<file path="src/rtl/ctrl_pkg.sv">
`default_nettype none
// ============================================================================
//  Module      : ctrl_pkg
//  Description : Shared constants and types for the ctrl_seq control
//                sequencer: opcode values, address-mux and shifter codes,
//                sequencer state encoding and the opcode-class decode record.
//  Revision    : 1.0 - initial release
// ============================================================================
package ctrl_pkg;

    // Opcodes (ir[IW-1:IW-4])
    localparam logic [3:0] c_OP_NOP  = 4'd0;
    localparam logic [3:0] c_OP_MOVA = 4'd1;
    localparam logic [3:0] c_OP_MOVB = 4'd2;
    localparam logic [3:0] c_OP_MOVC = 4'd3;
    localparam logic [3:0] c_OP_ADD  = 4'd4;
    localparam logic [3:0] c_OP_SUB  = 4'd5;
    localparam logic [3:0] c_OP_AND  = 4'd6;
    localparam logic [3:0] c_OP_NOT  = 4'd7;
    localparam logic [3:0] c_OP_RSR  = 4'd8;
    localparam logic [3:0] c_OP_RSL  = 4'd9;
    localparam logic [3:0] c_OP_JMP  = 4'd10;
    localparam logic [3:0] c_OP_JZ   = 4'd11;
    localparam logic [3:0] c_OP_JC   = 4'd12;
    localparam logic [3:0] c_OP_IN   = 4'd13;
    localparam logic [3:0] c_OP_OUT  = 4'd14;
    localparam logic [3:0] c_OP_HALT = 4'd15;

    // Memory address mux select
    localparam logic [1:0] c_MADD_PC = 2'b00;
    localparam logic [1:0] c_MADD_RA = 2'b01;
    localparam logic [1:0] c_MADD_WA = 2'b10;

    // Shifter select
    localparam logic [1:0] c_SHI_NONE  = 2'b00;
    localparam logic [1:0] c_SHI_PASS  = 2'b01;
    localparam logic [1:0] c_SHI_RIGHT = 2'b10;
    localparam logic [1:0] c_SHI_LEFT  = 2'b11;

    // Flag-update enables: bit 1 carry, bit 0 zero
    localparam logic [1:0] c_FLAG_NONE  = 2'b00;
    localparam logic [1:0] c_FLAG_CARRY = 2'b10;
    localparam logic [1:0] c_FLAG_BOTH  = 2'b11;

    // Sequencer state encoding
    localparam logic [1:0] c_ST_FETCH = 2'd0;
    localparam logic [1:0] c_ST_EXEC  = 2'd1;
    localparam logic [1:0] c_ST_HALT  = 2'd2;

    // Opcode class plus the static controls of single-cycle operations
    typedef struct packed {
        logic       single;   // completes in one EXEC cycle (nop, mova, add..rsl)
        logic       movb;     // register -> memory store
        logic       movc;     // memory -> register load
        logic       jump;     // jmp / jz / jc
        logic       cond_z;   // jump qualified by zero flag
        logic       cond_c;   // jump qualified by carry flag
        logic       is_in;
        logic       is_out;
        logic       is_halt;
        logic       reg_we;   // single-cycle register write
        logic       alu_m;    // single-cycle arithmetic mode
        logic [1:0] shi_sel;  // single-cycle shifter select
        logic [1:0] flag_en;  // single-cycle flag updates
    } decode_t;

endpackage
`default_nettype wire

</file>
<file path="src/rtl/ctrl_decode.sv">
`default_nettype none
// ============================================================================
//  Module      : ctrl_decode
//  Description : Combinational opcode-to-class decode for ctrl_seq.
//  Ports       : opcode (in, 4)        - instruction opcode field
//                dec    (out, decode_t) - opcode class and static controls
//  Revision    : 1.0 - initial release
// ============================================================================
module ctrl_decode
    import ctrl_pkg::*;
(
    input  logic [3:0] opcode,
    output decode_t    dec
);

    always_comb begin
        dec = '0;
        case (opcode)
            c_OP_NOP: begin
                dec.single = 1'b1;
            end
            c_OP_MOVA: begin
                dec.single  = 1'b1;
                dec.reg_we  = 1'b1;
                dec.shi_sel = c_SHI_PASS;
            end
            c_OP_MOVB: dec.movb = 1'b1;
            c_OP_MOVC: dec.movc = 1'b1;
            c_OP_ADD, c_OP_SUB: begin
                dec.single  = 1'b1;
                dec.reg_we  = 1'b1;
                dec.alu_m   = 1'b1;
                dec.shi_sel = c_SHI_PASS;
                dec.flag_en = c_FLAG_BOTH;
            end
            c_OP_AND, c_OP_NOT: begin
                dec.single  = 1'b1;
                dec.reg_we  = 1'b1;
                dec.alu_m   = 1'b1;
                dec.shi_sel = c_SHI_PASS;
                dec.flag_en = c_FLAG_NONE;
            end
            c_OP_RSR, c_OP_RSL: begin
                dec.single  = 1'b1;
                dec.reg_we  = 1'b1;
                dec.alu_m   = 1'b1;
                dec.shi_sel = (opcode == c_OP_RSR) ? c_SHI_RIGHT : c_SHI_LEFT;
                dec.flag_en = c_FLAG_CARRY;
            end
            c_OP_JMP: dec.jump = 1'b1;
            c_OP_JZ: begin
                dec.jump   = 1'b1;
                dec.cond_z = 1'b1;
            end
            c_OP_JC: begin
                dec.jump   = 1'b1;
                dec.cond_c = 1'b1;
            end
            c_OP_IN:   dec.is_in   = 1'b1;
            c_OP_OUT:  dec.is_out  = 1'b1;
            c_OP_HALT: dec.is_halt = 1'b1;
            default: dec.shi_sel = c_SHI_NONE;
        endcase
    end

endmodule
`default_nettype wire

</file>
<file path="src/rtl/ctrl_seq.sv">
`default_nettype none
// ============================================================================
//  Module      : ctrl_seq
//  Description : FETCH / EXEC / HALT control sequencer for a small
//                accumulator-style datapath. All outputs are combinational
//                from state, ir, flags and handshake inputs.
//  Ports       : clk, rst (sync, active-high)
//                ir[IW], z, c, mem_ready, in_valid, out_ready   (inputs)
//                reg_ra, reg_wa, madd, alu_s, alu_m, shi_sel, reg_we,
//                ram_xl, ram_dl, pc_ld, pc_inc, ir_ld, flag_en, in_en,
//                out_en, halted                                 (outputs)
//  Revision    : 1.0 - initial release
// ============================================================================
module ctrl_seq
    import ctrl_pkg::*;
#(
    parameter int IW  = 8,
    parameter int RAW = 2
) (
    input  logic           clk,
    input  logic           rst,
    input  logic [IW-1:0]  ir,
    input  logic           z,
    input  logic           c,
    input  logic           mem_ready,
    input  logic           in_valid,
    input  logic           out_ready,
    output logic [RAW-1:0] reg_ra,
    output logic [RAW-1:0] reg_wa,
    output logic [1:0]     madd,
    output logic [3:0]     alu_s,
    output logic           alu_m,
    output logic [1:0]     shi_sel,
    output logic           reg_we,
    output logic           ram_xl,
    output logic           ram_dl,
    output logic           pc_ld,
    output logic           pc_inc,
    output logic           ir_ld,
    output logic [1:0]     flag_en,
    output logic           in_en,
    output logic           out_en,
    output logic           halted
);

    logic [1:0] r_state;
    logic [1:0] w_state_nxt;
    logic [3:0] w_opcode;
    logic       w_taken;
    logic       w_unused_ir;
    decode_t    w_dec;

    assign w_opcode    = ir[IW-1:IW-4];
    // Bits between the register fields and the opcode carry no control meaning.
    assign w_unused_ir = ^ir;

    ctrl_decode u_decode (
        .opcode (w_opcode),
        .dec    (w_dec)
    );

    // Field decode is visible in every state, including reset.
    assign reg_ra = ir[RAW-1:0];
    assign reg_wa = ir[2*RAW-1:RAW];
    assign alu_s  = w_opcode;

    always_ff @(posedge clk) begin
        if (rst) begin
            r_state <= c_ST_FETCH;
        end else begin
            r_state <= w_state_nxt;
        end
    end

    always_comb begin
        w_state_nxt = r_state;
        madd        = c_MADD_PC;
        alu_m       = 1'b0;
        shi_sel     = c_SHI_NONE;
        reg_we      = 1'b0;
        ram_xl      = 1'b0;
        ram_dl      = 1'b0;
        pc_ld       = 1'b0;
        pc_inc      = 1'b0;
        ir_ld       = 1'b0;
        flag_en     = c_FLAG_NONE;
        in_en       = 1'b0;
        out_en      = 1'b0;
        halted      = 1'b0;
        // Unconditional jmp has neither qualifier set.
        w_taken     = w_dec.jump & ((~w_dec.cond_z & ~w_dec.cond_c) |
                                    (w_dec.cond_z & z) | (w_dec.cond_c & c));

        // Reset gates every strobe so an access in flight is dropped
        // in the very cycle rst is seen, whatever the current state.
        if (!rst) begin
            case (r_state)
                c_ST_FETCH: begin
                    ram_dl = 1'b1;
                    if (mem_ready) begin
                        ir_ld       = 1'b1;
                        pc_inc      = 1'b1;
                        w_state_nxt = c_ST_EXEC;
                    end
                end
                c_ST_EXEC: begin
                    if (w_dec.single) begin
                        reg_we      = w_dec.reg_we;
                        alu_m       = w_dec.alu_m;
                        shi_sel     = w_dec.shi_sel;
                        flag_en     = w_dec.flag_en;
                        w_state_nxt = c_ST_FETCH;
                    end else if (w_dec.movb) begin
                        madd    = c_MADD_WA;
                        ram_xl  = 1'b1;
                        shi_sel = c_SHI_PASS;
                        if (mem_ready) w_state_nxt = c_ST_FETCH;
                    end else if (w_dec.movc) begin
                        madd   = c_MADD_RA;
                        ram_dl = 1'b1;
                        reg_we = 1'b1;
                        if (mem_ready) w_state_nxt = c_ST_FETCH;
                    end else if (w_dec.jump) begin
                        if (w_taken) begin
                            madd   = c_MADD_PC;
                            ram_dl = 1'b1;
                            pc_ld  = mem_ready;
                            if (mem_ready) w_state_nxt = c_ST_FETCH;
                        end else begin
                            // Skip over the target word that follows the jump.
                            pc_inc      = 1'b1;
                            w_state_nxt = c_ST_FETCH;
                        end
                    end else if (w_dec.is_in) begin
                        in_en  = in_valid;
                        reg_we = in_valid;
                        if (in_valid) w_state_nxt = c_ST_FETCH;
                    end else if (w_dec.is_out) begin
                        out_en  = 1'b1;
                        alu_m   = 1'b1;
                        shi_sel = c_SHI_PASS;
                        if (out_ready) w_state_nxt = c_ST_FETCH;
                    end else begin
                        w_state_nxt = c_ST_HALT;
                    end
                end
                c_ST_HALT: begin
                    halted = 1'b1;
                end
                default: begin
                    w_state_nxt = c_ST_FETCH;
                end
            endcase
        end
    end

endmodule
`default_nettype wire

</file>
<file path="config.mk">
export PLATFORM = sky130hd
export DESIGN_NAME = ctrl_seq
export DESIGN_NICKNAME = d
export VERILOG_FILES = /design/src/rtl/ctrl_pkg.sv /design/src/rtl/ctrl_decode.sv /design/src/rtl/ctrl_seq.sv
export SDC_FILE = /design/constraint.sdc
export NUM_CORES = 1
export LEC_CHECK = 0
export ABC_AREA = 1
export BUFFER_PORTS_ARGS = -buffer_cell sky130_fd_sc_hd__buf_4
export CAP_MARGIN = 20
export CORE_AREA = 5 5 42 44
export CTS_BUF_LIST = sky130_fd_sc_hd__clkbuf_4 sky130_fd_sc_hd__clkbuf_8
export CTS_CLUSTER_SIZE = 16
export DETAILED_ROUTE_END_ITERATION = 6
export DIE_AREA = 0 0 47 49
export PLACE_DENSITY = 0.84
export SLEW_MARGIN = 20
export SYNTH_ARGS = -nofsm -noshare
export SYNTH_HDL_FRONTEND = slang
export SYNTH_SLANG_ARGS = --single-unit
</file>
<file path="constraint.sdc">
create_clock -name clk -period 3.35 [get_ports clk]
set_clock_uncertainty 0.05 [all_clocks]
set_input_delay 0.335 -clock clk [delete_from_list [all_inputs] [get_ports clk]]
set_output_delay 0.335 -clock clk [all_outputs]
set_load 0.1 [all_outputs]
</file>
After elaboration in Yosys (flattened, before gate mapping)

Index checks and enable logic that the tools add are counted.

Bitwise logic cells: 9
Reduce and logical (&&, ||, !) cells: 10
Muxes and demuxes: 94
Equality and inequality tests: 19

Operators with widths:

| operator           | count |
|---|---|
| $mux 1             | 68 |
| $mux 2             | 21 |
| $eq 4x4->1 const B | 7 |
| $eq 4x3->1 const B | 4 |
| $eq 4x2->1 const B | 2 |
| $ne 8x4->1 const B | 1 |
| $pmux 2 s2         | 2 |
| $reduce_or 8->1    | 1 |
| $ne 7x4->1 const B | 1 |
| $reduce_or 7->1    | 1 |
| $pmux 2 s3         | 1 |
| $reduce_or 6->1    | 1 |
| $reduce_or 5->1    | 1 |
| $and 1x1->1        | 4 |
| $eq 4x1->1 const B | 1 |
| $logic_not 4->1    | 1 |
| $pmux 1 s2         | 2 |
| $reduce_and 4->1   | 1 |
| $reduce_or 2->1    | 2 |
| $not 1->1          | 3 |
| $reduce_or 3->1    | 1 |
| $eq 2x1->1 const B | 1 |
| $eq 2x2->1 const B | 1 |
| $logic_not 2->1    | 1 |
| other kinds (2)    | 3 |

Output and inout port bits: 24
Bits in registers: 2
Logic and storage cells: 133
Input bits: 15

Longest topological paths before layout

Depth after elaboration: 14
Gate-level depth with buffers: 10
Mapped depth without buffers: 10

Hierarchy

A second synthesis with hierarchy kept.

Cells, all modules: 126
Area total of the unflattened synthesis: 661.9 um^2

By module, submodules not included:

| module      | instances | area an instance (um^2) | cells an instance | seq. area each (um^2) |
|---|---|---|---|---|
| ctrl_seq    | 1         | 528.0                   | 96                | 40.0 |
| ctrl_decode | 1         | 133.9                   | 30                | 0.0 |

Least setup slack after synthesis

No wires, ideal clock.

Path kind: input -> output
Start point: in ir[4]
End point: out pc_ld
Buffers on the path: 0
Setup slack: -592 ps
Data arrival time: 3,557 ps
Required time: 2,965 ps
Stages: 5
Path through: nor2_1 > nand2_1 > nand2_1 > nand3_2 > nor4_1

Word-level cells in the longest chain between the ends: 14
Elaborated cells between the ends (all ways): 36
Classes of those cells: eq/ne (12); mux (13); bitwise (8); reduce/logical (3)

RTL lines:

| element     | line              | RTL |
|---|---|---|
| from (decl) | ctrl_seq.sv:22    | `input logic [IW-1:0] ir,` |
| $eq 4x4->1  | ctrl_decode.sv:18 | `case (opcode)` |
| $mux 1      | ctrl_decode.sv:18 |  |
| $not 1->1   | ctrl_seq.sv:91    | `w_taken = w_dec.jump & ((~w_dec.cond_z & ~w_dec.cond_c) \|` |
| $and 1x1->1 | ctrl_seq.sv:91    |  |
| $or 1x1->1  | ctrl_seq.sv:91    |  |
| $or 1x1->1  | ctrl_seq.sv:92    | `(w_dec.cond_z & z) \| (w_dec.cond_c & c));` |
| $and 1x1->1 | ctrl_seq.sv:91    |  |
| $mux 1      | ctrl_seq.sv:124   | `if (w_taken) begin` |
| $mux 1      | ctrl_seq.sv:123   | `end else if (w_dec.jump) begin` |
| $mux 1      | ctrl_seq.sv:118   | `end else if (w_dec.movc) begin` |
| $mux 1      | ctrl_seq.sv:113   | `end else if (w_dec.movb) begin` |
| $mux 1 (*)  | ctrl_seq.sv:107   | `if (w_dec.single) begin` |
| $mux 1 (*)  | ctrl_seq.sv:97    | `case (r_state)` |
| $mux 1 (*)  | ctrl_seq.sv:96    | `if (!rst) begin` |
| to (decl)   | ctrl_seq.sv:37    | `output logic pc_ld,` |

Every way passes the cells marked *; elsewhere a longest branch is shown, timed or not.

Worst setup path in the final report

Start point: reg r_state[0]
End point: out alu_m

Word-level cells in the longest chain between the ends: 3

RTL lines:

| element                | line           | RTL |
|---|---|---|
| from (decl)            | ctrl_seq.sv:46 | `logic [1:0] r_state;` |
| from (signal assigned) | ctrl_seq.sv:69 | `r_state <= c_ST_FETCH;` |
| from (signal assigned) | ctrl_seq.sv:71 | `r_state <= w_state_nxt;` |
| $eq 2x1->1             | ctrl_seq.sv:97 |  |
| $mux 1                 | ctrl_seq.sv:97 |  |
| $mux 1                 | ctrl_seq.sv:96 |  |
| to (decl)              | ctrl_seq.sv:32 | `output logic alu_m,` |

No other way between the ends.

==> flow_metrics.env <==
export IMPL_outcome="completed"
export IMPL_worst_pin_slew_ns=0.2745
export IMPL_worstPathCellList="inv_2, nor2_2, inv_2, nor2_4, inv_2, a211oi_2, buf_4"
export IMPL_dieArea_um2=2303
export IMPL_root_buffer="clkbuf_4"
export IMPL_place_inst=134
export IMPL_io_pins=39
export IMPL_cts_tree="done"
export IMPL_grt_overflow_total=0
export IMPL_wl_met2_um=720
export IMPL_die_h_um=49
export IMPL_final_common_cell="buf_4"
export IMPL_synth_area_um2=498.0
export IMPL_synth_nets=112
export IMPL_fmax_mhz=501.5
export IMPL_grt_pass1_wl_um=2380
export IMPL_avgSynthCellArea_um2=5.134
export IMPL_cts_resized=0
export IMPL_pwr_share_seq=0.130
export IMPL_wl_per_cell_um=10.47
export IMPL_hpwl_um=1235
export IMPL_finish_instance_area_um2=704.4
export IMPL_ant_nets=0
export IMPL_leakagePower_nw=0.4074
export IMPL_largest_register="r_state"
export IMPL_ir_worst_vdd_mv=0.1826
export IMPL_min_period_ns=1.994
export IMPL_reg_top3="r_state x2"
export IMPL_gp_congestion=0.8848
export IMPL_cpMaxStageDelayCell="dfxtp_1"
export IMPL_worst_setup_path_type="reg -> out"
export IMPL_wl_met1_um=576
export IMPL_crit_top_cell="inv_2"
export IMPL_hold_path_class="in -> reg"
export IMPL_crit_fanout=9
export IMPL_combPwrFrac=0.624
export IMPL_post_cts_buffers=0
export IMPL_drv_cap=0
export IMPL_setup_viol=0
export IMPL_drc=0
export IMPL_fin_cells=137
export IMPL_core_area_um2=1401
export IMPL_rsz0062_at_grt="no"
export IMPL_numCtsBuffers=3
export IMPL_cts_sinks=2
export IMPL_netlist_instances=97
export IMPL_vias=665
export IMPL_num_rows=14
export IMPL_yosys_warnings=0
export IMPL_power_density_nw_per_um2=304.8
export IMPL_grt_usage=0.1363
export IMPL_max_slew_margin=0.8170
export IMPL_required_ns=2.96
export IMPL_pre_cts_ws_ns=1.456
export IMPL_wl_met3_um=129
export IMPL_layout_nets=138
export IMPL_clockPowerShare=0.246
export IMPL_switching_share=0.5484
export IMPL_slew_violations=0
export IMPL_top_layer="met4"
export IMPL_cp_arrival_ns=1.61
export IMPL_first_pass_iters=4
export IMPL_p_int_mw=0.09698
export IMPL_final_cell_mix="buf_4, nand2_1, inv_1, nor2_1, nand3_1"
export IMPL_start_kind="flip-flop"
export IMPL_clockBufferDepth=2
export IMPL_clk_pin_slew_worst_paths_ns=0.03
export IMPL_hold_viol_final=0
export IMPL_via_per_inst=4.854
export IMPL_initial_utilization=0.3554
export IMPL_area_delta_synth_final_pct=41.46
export IMPL_synth_seq_cells=2
export IMPL_worst_slack_ns=1.356
export IMPL_grt_pass1_vias=597
export IMPL_antenna_found_initial=0
export IMPL_port_buffers=30
export IMPL_end_kind="output port"
export IMPL_initialDrtViolationCount=8
export IMPL_diodes=0
export IMPL_tns_ns=0
export IMPL_fp_dieW_um=47
export IMPL_synth_cell_type_count=18
export IMPL_switchingPower_mw=0.1178
export IMPL_drive_gt1_frac=0.3636
export IMPL_slowest_delay_ns=0.38
export IMPL_dpl_cell_area_um2=681.9
export IMPL_largest_register_ffs=2
export IMPL_htreeDepth=1
export IMPL_cts_hold_buffers_added=0
export IMPL_routed_wl_um=1435
export IMPL_seq_area_frac_synth=0.08040
export IMPL_grt_start_max_net_pins=10
export IMPL_clock_latency_ns=0.22
export IMPL_post_route_period_util=0.5952
## cell type report
cell class / instances / area [um^2]
Fill cell: 167 / 696.9
Multi-Input combinational cell: 67 / 324.1
Timing Repair Buffer: 30 / 225.2
Inverter: 19 / 72.57
Sequential cell: 2 / 40.04
Clock buffer: 3 / 22.52
Tap cell: 16 / 20.02
## synth_stat cells
library cell	count	area share
nand3_2	2	0.040
nand2_2	1	0.013
nor3_1	4	0.040
inv_1	15	0.11
nor2_2	1	0.013
nor2_1	15	0.11
clkinv_2	1	0.010
dfxtp_1	2	0.080
nor2_4	1	0.023
nand2_1	22	0.17
o22ai_1	1	0.013
o21ai_0	1	0.010
a21oi_1	7	0.070
a211oi_2	1	0.025
inv_2	3	0.023
buf_4	9	0.14
nor4_1	1	0.013
nand3_1	10	0.10
## final timing paths
kind                           startpoint                 endpoint  slack, ns  cells after the start
hold reg to reg   r_state[0]$_SDFFE_PP0P_  r_state[1]$_SDFFE_PP0P_       0.56                      3
setup reg to reg  r_state[0]$_SDFFE_PP0P_  r_state[1]$_SDFFE_PP0P_       2.11                      9
hold / removal                  mem_ready  r_state[0]$_SDFFE_PP0P_       0.38                      4
setup / recovery  r_state[0]$_SDFFE_PP0P_                    alu_m       1.36                      7
## power groups by stage
| stage | Clock, mW | Sequential [mW] | Combinational, mW |
|---|---|---|---|
| after floorplan | 0 | 0.0277 | 0.127 |
| after global placement | 0 | 0.0281 | 0.134 |
| after detailed placement | 0 | 0.0281 | 0.135 |
| after CTS | 0.0563 | 0.0278 | 0.135 |
| after global routing | 0.0617 | 0.0282 | 0.143 |
| final | 0.0529 | 0.0278 | 0.134 |
## layer usage
layer,vias up,GRT usage
li1,347,-
met1,290,0.1528
met2,26,0.2240
met3,2,0.03690
met4,0,0.06912
met5,-,0
## critical path: cells and delay by family (launching register included)
kind	cells	cell delay (ns)
buffers and inverters	4	0.56
DFF	1	0.38
AOI/OAI and AO/OA	1	0.22
and+or+nand+nor	2	0.22
## cells by family after synthesis
| kind of cell | after synthesis | share of synthesized area |
|---|---|---|
| and+or+nand+nor | 57 | 0.5201 |
| AOI/OAI and AO/OA | 10 | 0.1181 |
| DFF | 2 | 0.08041 |
| buffers and inverters | 28 | 0.2814 |
## through the flow
| step | power, mW | util | hold slack, ns |
|---|---|---|---|
| global route | 0.2333 | 0.5027 | 0.3681 |
| CTS | 0.2190 | 0.5027 | 0.3674 |
| floorplan | 0.1545 | - | 0.4442 |
| detailed placement | 0.1627 | 0.4866 | 0.5493 |
| global placement | 0.1619 | 0.4866 | 0.5512 |
| finish | 0.2147 | 0.5027 | 0.3750 |
(Power assumes the default switching activity.)
